--- config.mk ---
export PLATFORM = sky130hd
export DESIGN_NAME = wm_insert_pipe
export DESIGN_NICKNAME = d
export VERILOG_FILES = /design/src/rtl/wm_pkg.sv /design/src/rtl/wm_insert_pipe_fx_mul.sv /design/src/rtl/wm_insert_pipe.sv
export SDC_FILE = /design/constraint.sdc
export NUM_CORES = 1
export LEC_CHECK = 0
export ABC_AREA = 1
export CAP_MARGIN = 20
export CELL_PAD_IN_SITES_DETAIL_PLACEMENT = 0
export CELL_PAD_IN_SITES_GLOBAL_PLACEMENT = 1
export CORE_AREA = 10 10 200 202
export CTS_CLUSTER_DIAMETER = 30
export DETAILED_ROUTE_END_ITERATION = 10
export DIE_AREA = 0 0 210 212
export PLACE_DENSITY_LB_ADDON = 0.1
export SLEW_MARGIN = 20
export SYNTH_ARGS = -nofsm -noshare
export SYNTH_HDL_FRONTEND = slang
export SYNTH_SLANG_ARGS = --single-unit
--- constraint.sdc ---
create_clock -name clk -period 5.2 [get_ports clk]
set_input_delay 1.56 -clock clk [delete_from_list [all_inputs] [get_ports clk]]
set_output_delay 1.56 -clock clk [all_outputs]
set_load 0.1 [all_outputs]
--- src/rtl/wm_pkg.sv ---
// Shared types and helpers for the pipelined watermark insertion datapath.
package wm_pkg;

  typedef enum logic [1:0] {
    WM_NONE = 2'b00,
    WM_C    = 2'b01,
    WM_B    = 2'b10,
    WM_RSVD = 2'b11
  } wm_sym_e;

  localparam int unsigned COEF_FRAC_DEF = 8;
  localparam int unsigned COEF_W_DEF    = COEF_FRAC_DEF + 1;
  localparam logic [COEF_W_DEF-1:0] COEF_ONE  = 9'd256;
  localparam logic [COEF_W_DEF-1:0] COEF_ZERO = 9'd0;

  // Widest statistics counter the increment helper supports.
  localparam int unsigned CNT_MAX_W = 32;

  // Per-stage control sideband travelling alongside the pixel data.
  typedef struct packed {
    logic    valid;
    logic    last;
    wm_sym_e mode;
  } beat_ctl_t;

  // Saturating increment: sticks at max_val once reached.
  function automatic logic [CNT_MAX_W-1:0] sat_inc(input logic [CNT_MAX_W-1:0] cnt,
                                                   input logic [CNT_MAX_W-1:0] max_val);
    return (cnt >= max_val) ? max_val : cnt + CNT_MAX_W'(1);
  endfunction

endpackage

--- src/rtl/wm_insert_pipe_fx_mul.sv ---
// Registered unsigned pixel x Q1.FRAC_W coefficient multiply, fraction bits dropped.
module wm_fx_mul #(
  parameter int unsigned PIX_W  = 8,
  parameter int unsigned FRAC_W = 8,
  parameter int unsigned COEF_W = FRAC_W + 1
) (
  input  logic                              clk,
  input  logic                              rst_n,
  input  logic                              ce,
  input  logic [PIX_W-1:0]                  pix,
  input  logic [COEF_W-1:0]                 coef,
  output logic [PIX_W+COEF_W-FRAC_W-1:0]    prod
);

  localparam int unsigned FULL_W = PIX_W + COEF_W;
  localparam int unsigned OUT_W  = FULL_W - FRAC_W;

  always_ff @(posedge clk or negedge rst_n) begin
    if (!rst_n) begin
      prod <= '0;
    end else if (ce) begin
      prod <= OUT_W'((FULL_W'(pix) * FULL_W'(coef)) >> FRAC_W);
    end
  end

endmodule

--- src/rtl/wm_insert_pipe.sv ---
// Three-stage streaming watermark inserter: neighbour average, weighted products,
// saturating/wrapping sum, with last-beat sideband and emitted-beat statistics.
module wm_insert_pipe
  import wm_pkg::*;
#(
  parameter int unsigned PIX_W  = 8,
  parameter int unsigned FRAC_W = 8,
  parameter int unsigned COEF_W = FRAC_W + 1,
  parameter int unsigned SAT    = 1,
  parameter int unsigned CNT_W  = 24
) (
  input  logic              clk,
  input  logic              rst_n,
  input  logic              enable,
  input  logic [COEF_W-1:0] coef_a,
  input  logic [COEF_W-1:0] coef_b,
  input  logic [COEF_W-1:0] coef_c,
  input  logic              in_valid,
  output logic              in_ready,
  input  logic [PIX_W-1:0]  data1,
  input  logic [PIX_W-1:0]  data2,
  input  logic [PIX_W-1:0]  data3,
  input  logic [PIX_W-1:0]  data4,
  input  logic [1:0]        wm_data,
  input  logic              in_last,
  output logic              out_valid,
  input  logic              out_ready,
  output logic [PIX_W-1:0]  wm_im_data,
  output logic              out_last,
  input  logic              cnt_clr,
  output logic [CNT_W-1:0]  wm_count,
  output logic [CNT_W-1:0]  sat_count
);

  localparam int unsigned M_W   = PIX_W + COEF_W - FRAC_W;
  localparam int unsigned SUM_W = M_W + 1;
  localparam logic [SUM_W-1:0] PIX_MAX  = SUM_W'({PIX_W{1'b1}});
  localparam logic [CNT_W-1:0] CNT_ONES = '1;

  logic adv;
  logic accept;
  logic ready_en;
  logic out_hs;

  // Single global advance: the whole pipe moves unless the output is stalled.
  assign adv    = !out_valid || out_ready;
  assign in_ready = ready_en && adv;
  assign accept = in_valid && in_ready;
  assign out_hs = out_valid && out_ready;

  // Holds in_ready low until the first clock after reset release.
  always_ff @(posedge clk or negedge rst_n) begin
    if (!rst_n) begin
      ready_en <= 1'b0;
    end else begin
      ready_en <= 1'b1;
    end
  end

  // Stage 1 combinational: neighbour averaging, effective mode, host weight select.
  logic [PIX_W:0]    sum24_c;
  logic [PIX_W:0]    sum3a_c;
  logic [PIX_W-1:0]  avg1_c;
  logic [PIX_W-1:0]  avg2_c;
  wm_sym_e           mode_c;
  logic [COEF_W-1:0] coef_h_c;

  always_comb begin
    sum24_c  = {1'b0, data2} + {1'b0, data4};
    avg1_c   = PIX_W'(sum24_c >> 1);
    sum3a_c  = {1'b0, data3} + {1'b0, avg1_c};
    avg2_c   = PIX_W'(sum3a_c >> 1);
    mode_c   = enable ? wm_sym_e'(wm_data) : WM_NONE;
    coef_h_c = '0;
    case (mode_c)
      WM_C:    coef_h_c = coef_c;
      WM_B:    coef_h_c = coef_b;
      default: coef_h_c = '0;
    endcase
  end

  beat_ctl_t         s1_ctl;
  logic [PIX_W-1:0]  s1_data1;
  logic [PIX_W-1:0]  s1_avg2;
  logic [COEF_W-1:0] s1_coef_a;
  logic [COEF_W-1:0] s1_coef_h;

  always_ff @(posedge clk or negedge rst_n) begin
    if (!rst_n) begin
      s1_ctl    <= '0;
      s1_data1  <= '0;
      s1_avg2   <= '0;
      s1_coef_a <= '0;
      s1_coef_h <= '0;
    end else if (adv) begin
      s1_ctl    <= beat_ctl_t'{valid: accept, last: in_last, mode: mode_c};
      s1_data1  <= data1;
      s1_avg2   <= avg2_c;
      s1_coef_a <= coef_a;
      s1_coef_h <= coef_h_c;
    end
  end

  // Stage 2: both products registered inside the multipliers.
  logic [M_W-1:0]   m1;
  logic [M_W-1:0]   m2;
  beat_ctl_t        s2_ctl;
  logic [PIX_W-1:0] s2_data1;

  wm_fx_mul #(
    .PIX_W  (PIX_W),
    .FRAC_W (FRAC_W),
    .COEF_W (COEF_W)
  ) u_mul_host (
    .clk   (clk),
    .rst_n (rst_n),
    .ce    (adv),
    .pix   (s1_data1),
    .coef  (s1_coef_h),
    .prod  (m1)
  );

  wm_fx_mul #(
    .PIX_W  (PIX_W),
    .FRAC_W (FRAC_W),
    .COEF_W (COEF_W)
  ) u_mul_avg (
    .clk   (clk),
    .rst_n (rst_n),
    .ce    (adv),
    .pix   (s1_avg2),
    .coef  (s1_coef_a),
    .prod  (m2)
  );

  always_ff @(posedge clk or negedge rst_n) begin
    if (!rst_n) begin
      s2_ctl   <= '0;
      s2_data1 <= '0;
    end else if (adv) begin
      s2_ctl   <= s1_ctl;
      s2_data1 <= s1_data1;
    end
  end

  // Stage 3 combinational: sum, overflow, pass-through for non-watermark symbols.
  logic [SUM_W-1:0] sum_c;
  logic             ovf_c;
  logic             wm_c;
  logic [PIX_W-1:0] pix_c;

  always_comb begin
    sum_c = SUM_W'(m1) + SUM_W'(m2);
    ovf_c = 1'b0;
    wm_c  = 1'b0;
    pix_c = s2_data1;
    if (s2_ctl.mode == WM_C || s2_ctl.mode == WM_B) begin
      wm_c  = 1'b1;
      ovf_c = sum_c > PIX_MAX;
      if (SAT != 0 && ovf_c) begin
        pix_c = '1;
      end else begin
        pix_c = sum_c[PIX_W-1:0];
      end
    end
  end

  logic s3_wm;
  logic s3_ovf;

  always_ff @(posedge clk or negedge rst_n) begin
    if (!rst_n) begin
      out_valid  <= 1'b0;
      wm_im_data <= '0;
      out_last   <= 1'b0;
      s3_wm      <= 1'b0;
      s3_ovf     <= 1'b0;
    end else if (adv) begin
      out_valid  <= s2_ctl.valid;
      wm_im_data <= pix_c;
      out_last   <= s2_ctl.last;
      s3_wm      <= wm_c;
      s3_ovf     <= ovf_c;
    end
  end

  // Statistics over emitted beats; clear beats a same-cycle increment.
  always_ff @(posedge clk or negedge rst_n) begin
    if (!rst_n) begin
      wm_count  <= '0;
      sat_count <= '0;
    end else if (cnt_clr) begin
      wm_count  <= '0;
      sat_count <= '0;
    end else if (out_hs) begin
      if (s3_wm) begin
        wm_count <= CNT_W'(sat_inc(CNT_MAX_W'(wm_count), CNT_MAX_W'(CNT_ONES)));
      end
      if (s3_ovf) begin
        sat_count <= CNT_W'(sat_inc(CNT_MAX_W'(sat_count), CNT_MAX_W'(CNT_ONES)));
      end
    end
  end

endmodule

==> results of run 1 <==
[state kept, by name (all words and copies together) (netlist names), 8 cells and up]
| signal | count |
|---|---|
| s1_coef_h | 9 |
| s2_data1 | 8 |
| s1_coef_a | 9 |
| wm_count | 24 |
| wm_im_data | 8 |
| s1_avg2 | 8 |
| sat_count | 24 |
| s1_data1 | 8 |
| u_mul_avg.prod | 9 |
| u_mul_host.prod | 9 |
[stage by stage]
| step | power (W) | hold WS [ns] | area, um^2 | utilization [%] |
|---|---|---|---|---|
| after global placement | 0.00634 | 0.430 | 14100 | 39.1 |
| after global routing | 0.00844 | 0.463 | 14700 | 40.8 |
| final | 0.00754 | 0.452 | 14700 | 40.8 |
| after CTS | 0.00763 | 0.457 | 14700 | 40.8 |
| after floorplan | 0.00507 | 0.420 | 12500 | - |
| after detailed placement | 0.00632 | 0.438 | 14100 | 39.1 |
[layer usage]
layer	vias up	share of wire (%)	track usage, %
met5	-	0	0
met4	0	1.0	3.47
met3	21	4.1	2.98
met2	167	44	25.7
met1	5132	51	23.4
li1	5608	-	-
[cell type report]
class	count	area share, %
clock inverter	14	1.06
sequential	129	21.9
inverter	341	8.70
tap	468	3.98
multi-input combinational	1242	52.4
timing repair buffer	133	9.01
clock buffer	17	2.89
[worst min-delay path, stage by stage (launching register included)]
cell and delay, ns:
dfrtp_1 0.32, inv_1 0.04, nand2_1 0.05
[logic make-up after synthesis]
group | Yosys count | share of synthesized area [%]
and+or+nand+nor | 869 | 29.2
buffers and inverters | 403 | 12.3
adders and majority gates | 180 | 23.2
AOI/OAI and AO/OA | 165 | 7.45
DFF | 129 | 25.9
xor gates and xnor gates | 27 | 1.90
other | 1 | 0.0301
[final timing paths]
path                       depth (start not counted)                 end  slack, ns          from
max                                               15  u_mul_host.prod[8]       0.86  s1_coef_h[5]
min                                                2           out_valid       0.45     s2_ctl[3]
max reg2reg                                       15  u_mul_host.prod[8]       0.86  s1_coef_h[5]
min reg2reg                                        2           out_valid       0.45     s2_ctl[3]
max in group asynchronous                          2         s1_data1[1]       3.20         rst_n
min in group asynchronous                          1        wm_count[23]       1.19         rst_n
[power groups by stage]
stage	Sequential, W	Combinational [W]	Clock, W
floorplan	0.00157	0.00350	0
global placement	0.00148	0.00486	0
detailed placement	0.00147	0.00484	0
CTS	0.00146	0.00489	0.00128
global route	0.00149	0.00563	0.00132
finish	0.00146	0.00484	0.00124
[cell usage in the layout (no fill, tap or decap), types with 7 or more instances in the layout]
| master | instances |
|---|---|
| buf_4 | 7 |
| a21oi_1 | 45 |
| nor3_1 | 11 |
| nand4_1 | 23 |
| xnor2_1 | 13 |
| dfrtp_1 | 129 |
| fa_1 | 85 |
| nand3_1 | 85 |
| nand2_1 | 635 |
| o21ai_1 | 18 |
| clkdlybuf4s50_1 | 124 |
| a22o_1 | 13 |
| clkbuf_16 | 17 |
| xor2_1 | 14 |
| nor2_1 | 70 |
| ha_1 | 95 |
| inv_1 | 337 |
| nand3b_1 | 7 |
| o21ai_0 | 67 |
==> flow_metrics.env, run 1 <==
export IMPL_cts_sinks=129
export IMPL_worstHoldPathType="reg -> reg"
export IMPL_antenna_found_initial=0
export IMPL_period_needed_ns=4.34
export IMPL_path_buf_inv=3
export IMPL_cp_required_ns=5.52
export IMPL_postCtsHoldBufs=0
export IMPL_synth_ff_type="dfrtp_1"
export IMPL_synth_avg_cell_area_um2=7.03
export IMPL_synth_warnings=0
export IMPL_numCtsBuffers=17
export IMPL_grt_remaining_overflow=0
export IMPL_maxCapViolations=0
export IMPL_coreArea_mm2=0.0361
export IMPL_setup_ws_ns=0.859
export IMPL_min_period_over_period_pct=83.5
export IMPL_startpoint_type="flip-flop"
export IMPL_rows=70
export IMPL_crit_top_cell="fa_1"
export IMPL_critPathSlowestCell="fa_1"
export IMPL_rsz0062_at_grt="false"
export IMPL_die_h_um=212
export IMPL_synth_most_common_cell="nand2_1"
export IMPL_syn_nets=2022
export IMPL_p_seq_share_pct=19.3
export IMPL_finalMaxSlewViolations=0
export IMPL_max_freq_mhz=230
export IMPL_dr_pass1_iters=5
export IMPL_place_gp_congestion=0.811
export IMPL_endpoint_kind="flip-flop"
export IMPL_powerDensity_mw_per_mm2=512
export IMPL_drive_gt1_share_pct=4.05
export IMPL_grtUsageTotal_pct=16.5
export IMPL_arrival_ns=4.66
export IMPL_grt_pass1_wl_um=60000
export IMPL_postSynthCellCount=1774
export IMPL_status="finished, final reports clean"
export IMPL_synth_commonest_cells="635 x nand2_1, 337 x inv_1, 129 x dfrtp_1"
export IMPL_tightest_slew_ns=1.05
export IMPL_p_clk_share_pct=16.4
export IMPL_grt_max_degree=84
export IMPL_routed_via_count=10900
export IMPL_routed_via_density=4.66
export IMPL_drt_iter0_markers=563
export IMPL_crit_path_max_fanout=9
export IMPL_crit_chain="nand2_1 > inv_1 > fa_1 > fa_1 > fa_1 > inv_1 > fa_1 > inv_1 > ha_1 > a21oi_1 > o21ai_0 > a21oi_1 > nand3_1 > nand3_1 > nand2_1"
export IMPL_regArea_mm2=0.00323
export IMPL_synth_seq_cells=129
export IMPL_relSlewSlack_pct=30.0
export IMPL_p_leak_nw=8.23
export IMPL_cts_tree="built"
export IMPL_p_switching_w=0.00390
export IMPL_path_delay_family="adder cells"
export IMPL_fin_nets=2112
export IMPL_drcViolationCount=0
export IMPL_num_io_pins=127
export IMPL_wirelength_um=35500
export IMPL_instances_no_fill=2344
export IMPL_multi_input_area_mm2=0.00771
export IMPL_ir_drop_mv=0.482
export IMPL_yosysSeqAreaShare_pct=25.9
export IMPL_synth_area_mm2=0.0125
export IMPL_synth_cell_types=43
export IMPL_max_stage_delay_ns=0.57
export IMPL_clk_pin_slew_worst_paths_ns=0.07
export IMPL_cts_resized=0
export IMPL_p_comb_share_pct=64.2
export IMPL_layout_area_overhead_vs_synth_pct=18.0
export IMPL_setup_viol=0
export IMPL_wl_per_cell_um=15.1
export IMPL_crit_type="reg -> reg"
export IMPL_synth_edf_count=0
export IMPL_internal_power_w=0.00363
export IMPL_dp_cells=2313
export IMPL_diodes=0
export IMPL_async_reset_ff_share_pct=100
export IMPL_die_x_um=210
export IMPL_port_buffers=126
export IMPL_cts_root_buf="clkbuf_16"
export IMPL_synth_top_area_share_pct=25.9
export IMPL_clock_latency_ns=0.44
export IMPL_cts_max_level=4
export IMPL_dp_hpwl_um=27400
export IMPL_ant_nets=0
export IMPL_dp_worst_setup_slack_ns=0.702
export IMPL_setup_tns_final_ns=0
export IMPL_synthTopCellsByArea="dfrtp_1 26%, nand2_1 19%, fa_1 14%, inv_1 10%, ha_1 9.5%"
export IMPL_hold_viol=0
export IMPL_skew_ns=0.0104
export IMPL_cts_setup_buffers=0
export IMPL_switching_share_pct=51.8
export IMPL_dieArea_mm2=0.0445
export IMPL_cts_max_path_buffers=2
export IMPL_nFillCells=3779
export IMPL_initial_core_util_pct=34.6
export IMPL_grt_pass1_vias=11200
export IMPL_yosysTopAreaCell="dfrtp_1"
Note: power is estimated with default switching activity, not from simulation.
==> inputs of run 2 (changes only) <==
clock period = 4.4 ns   (was 5.2 ns; I/O delays follow)
==> run 2 against run 1 <==
Clock power up 27%. Die area did not move. Critical path depth rose by 1. Global-route usage about the same. Worst hold slack worse by 0.0068 ns. Power up 22%. Sequential cell count did not move. Worst setup slack got worse by 0.62 ns. Maximum frequency grew 4.3%. Sequential share of layout area shrank 0.37 points. Clock skew is 0.0021 ns lower. Critical endpoint is now u_mul_avg.prod[6]. Highest routed layer is now met5.
==> flow_metrics.env, run 2 (same netlist as run 1, synthesis figures left out) <==
export IMPL_status="finished, final reports clean"
export IMPL_rsz0062_at_grt="true"
export IMPL_numCtsBuffers=17
export IMPL_num_io_pins=127
export IMPL_final_cell_area_mm2=0.0151
export IMPL_cp_required_ns=4.73
export IMPL_dieArea_mm2=0.0445
export IMPL_maxCapViolations=0
export IMPL_wl_per_cell_um=15.2
export IMPL_nFillCells=3798
export IMPL_port_buffers=126
export IMPL_relSlewSlack_pct=29.0
export IMPL_grtUsageTotal_pct=16.5
export IMPL_cts_root_buf="clkbuf_16"
export IMPL_cts_sinks=129
export IMPL_grt_remaining_overflow=0
export IMPL_worstHoldPathType="reg -> reg"
export IMPL_setup_viol=0
export IMPL_instances_no_fill=2380
export IMPL_rows=70
export IMPL_top_regs="sat_count x24, wm_count x24"
export IMPL_internal_power_w=0.00453
export IMPL_p_comb_share_pct=64.4
export IMPL_finalMaxSlewViolations=0
export IMPL_antenna_found_initial=1
export IMPL_period_needed_ns=4.16
export IMPL_dp_worst_setup_slack_ns=0.0194
export IMPL_p_clk_share_pct=17.1
export IMPL_setup_ws_ns=0.237
export IMPL_layout_area_overhead_vs_synth_pct=21.0
export IMPL_ir_drop_mv=0.711
export IMPL_startpoint_type="flip-flop"
export IMPL_p_seq_share_pct=18.5
export IMPL_wirelength_um=36100
export IMPL_grt_max_degree=88
export IMPL_drcViolationCount=0
export IMPL_cts_max_level=4
export IMPL_dr_pass1_iters=5
export IMPL_hold_viol=0
export IMPL_place_gp_congestion=0.834
export IMPL_max_freq_mhz=240
export IMPL_skew_ns=0.00831
export IMPL_coreArea_mm2=0.0361
export IMPL_arrival_ns=4.49
export IMPL_dp_cells=2332
export IMPL_final_common_cell="nand2_1"
export IMPL_drt_iter0_markers=616
export IMPL_p_leak_nw=8.41
export IMPL_powerDensity_mw_per_mm2=608
export IMPL_cts_max_path_buffers=2
export IMPL_clock_latency_ns=0.44
export IMPL_routed_via_count=11100
export IMPL_cts_tree="built"
export IMPL_final_cell_mix="635 x nand2_1, 337 x inv_1, 124 x clkdlybuf4s50_1, 107 x dfrtp_1, 95 x ha_1"
export IMPL_dp_hpwl_um=27800
export IMPL_grt_pass1_wl_um=59900
export IMPL_tightest_slew_ns=1.06
export IMPL_die_x_um=210
export IMPL_power_w=0.00917
export IMPL_clk_pin_slew_worst_paths_ns=0.07
export IMPL_hold_ws_ns=0.445
export IMPL_p_switching_w=0.00464
export IMPL_die_h_um=212
export IMPL_crit_path_max_fanout=9
export IMPL_fin_nets=2146
export IMPL_placed_cell_area_mm2=0.0143
export IMPL_min_period_over_period_pct=94.6
export IMPL_routed_via_density=4.67
export IMPL_initial_core_util_pct=34.6
export IMPL_ant_nets=0
export IMPL_crit_type="reg -> reg"
export IMPL_drive_gt1_share_pct=7.22
export IMPL_endpoint_kind="flip-flop"
export IMPL_switching_share_pct=50.6
export IMPL_grt_pass1_vias=11000
export IMPL_postCtsHoldBufs=0
==> run 2: power groups by stage <==
stage          clock [W]  combinational [W]  sequential, W
5_1_grt          0.00167            0.00688        0.00173
4_1_cts          0.00163            0.00588        0.00171
2_1_floorplan          0            0.00414        0.00185
3_5_place_dp           0            0.00581        0.00172
6_report         0.00157            0.00591        0.00170
3_3_place_gp           0            0.00585        0.00173
==> run 2: through the flow <==
step | TNS (ns) | util (%)
floorplan | 0 | -
global placement | -0.000961 | 39.6
detailed placement | 0 | 39.6
CTS | 0 | 41.3
global route | -0.0396 | 41.8
finish | 0 | 41.8
==> run 2: critical path, cell delays in order (launching register included) <==
cell     delay, ns
dfrtp_2       0.47
nand2_1       0.09
inv_1         0.06
fa_1          0.53
fa_1          0.52
fa_1          0.57
inv_1         0.07
fa_1          0.53
inv_1         0.04
ha_1          0.34
nand2_1       0.16
nor4_2        0.28
nand2_1       0.14
nand2_1       0.08
nand2_1       0.05
nand3_1       0.06
nand2_1       0.06
==> run 2: repair_timing <==
item / in CTS / in global routing
pin swaps: 0 / 6
endpoints found under the setup margin: 1 / 15
resized for setup: 1 / 26
buffers inserted: 0 / 15
==> run 2: metal layers <==
metal	up-vias	share of wire, %	track usage (%)
met2	179	45	25.9
met3	22	3.6	3.04
met1	5247	51	23.3
li1	5674	-	-
met5	-	0.022	0
met4	2	0.84	3.25
==> run 2: final cells by class <==
type / instances / area (um^2) / area share [%]
Timing Repair Buffer: 167 / 1590 / 10.6
Clock inverter: 12 / 169 / 1.12
Multi-Input combinational cell: 1242 / 7730 / 51.3
Sequential cell: 129 / 3260 / 21.6
Antenna cell: 1 / 2.50 / 0.0166
Inverter: 341 / 1280 / 8.49
Tap cell: 468 / 586 / 3.88
Clock buffer: 20 / 467 / 3.09
==> run 2: final timing paths <==
path	startpoint	to	cells past startpoint	slack, ns
setup / recovery	s1_coef_a[3]	u_mul_avg.prod[6]	16	0.24
hold / removal	s2_ctl[3]	out_valid	2	0.44
setup reg to reg	s1_coef_a[3]	u_mul_avg.prod[6]	16	0.24
hold reg to reg	s2_ctl[3]	out_valid	2	0.44
max in group asynchronous	rst_n	s1_avg2[7]	2	2.69
min in group asynchronous	rst_n	wm_count[14]	1	0.87
==> inputs of run 3 (changes only) <==
CTS_CLUSTER_SIZE = 14   (was unset)
==> results of run 3 <==
Same layout as run 2: the final DEF is identical, and so are final timing and power.
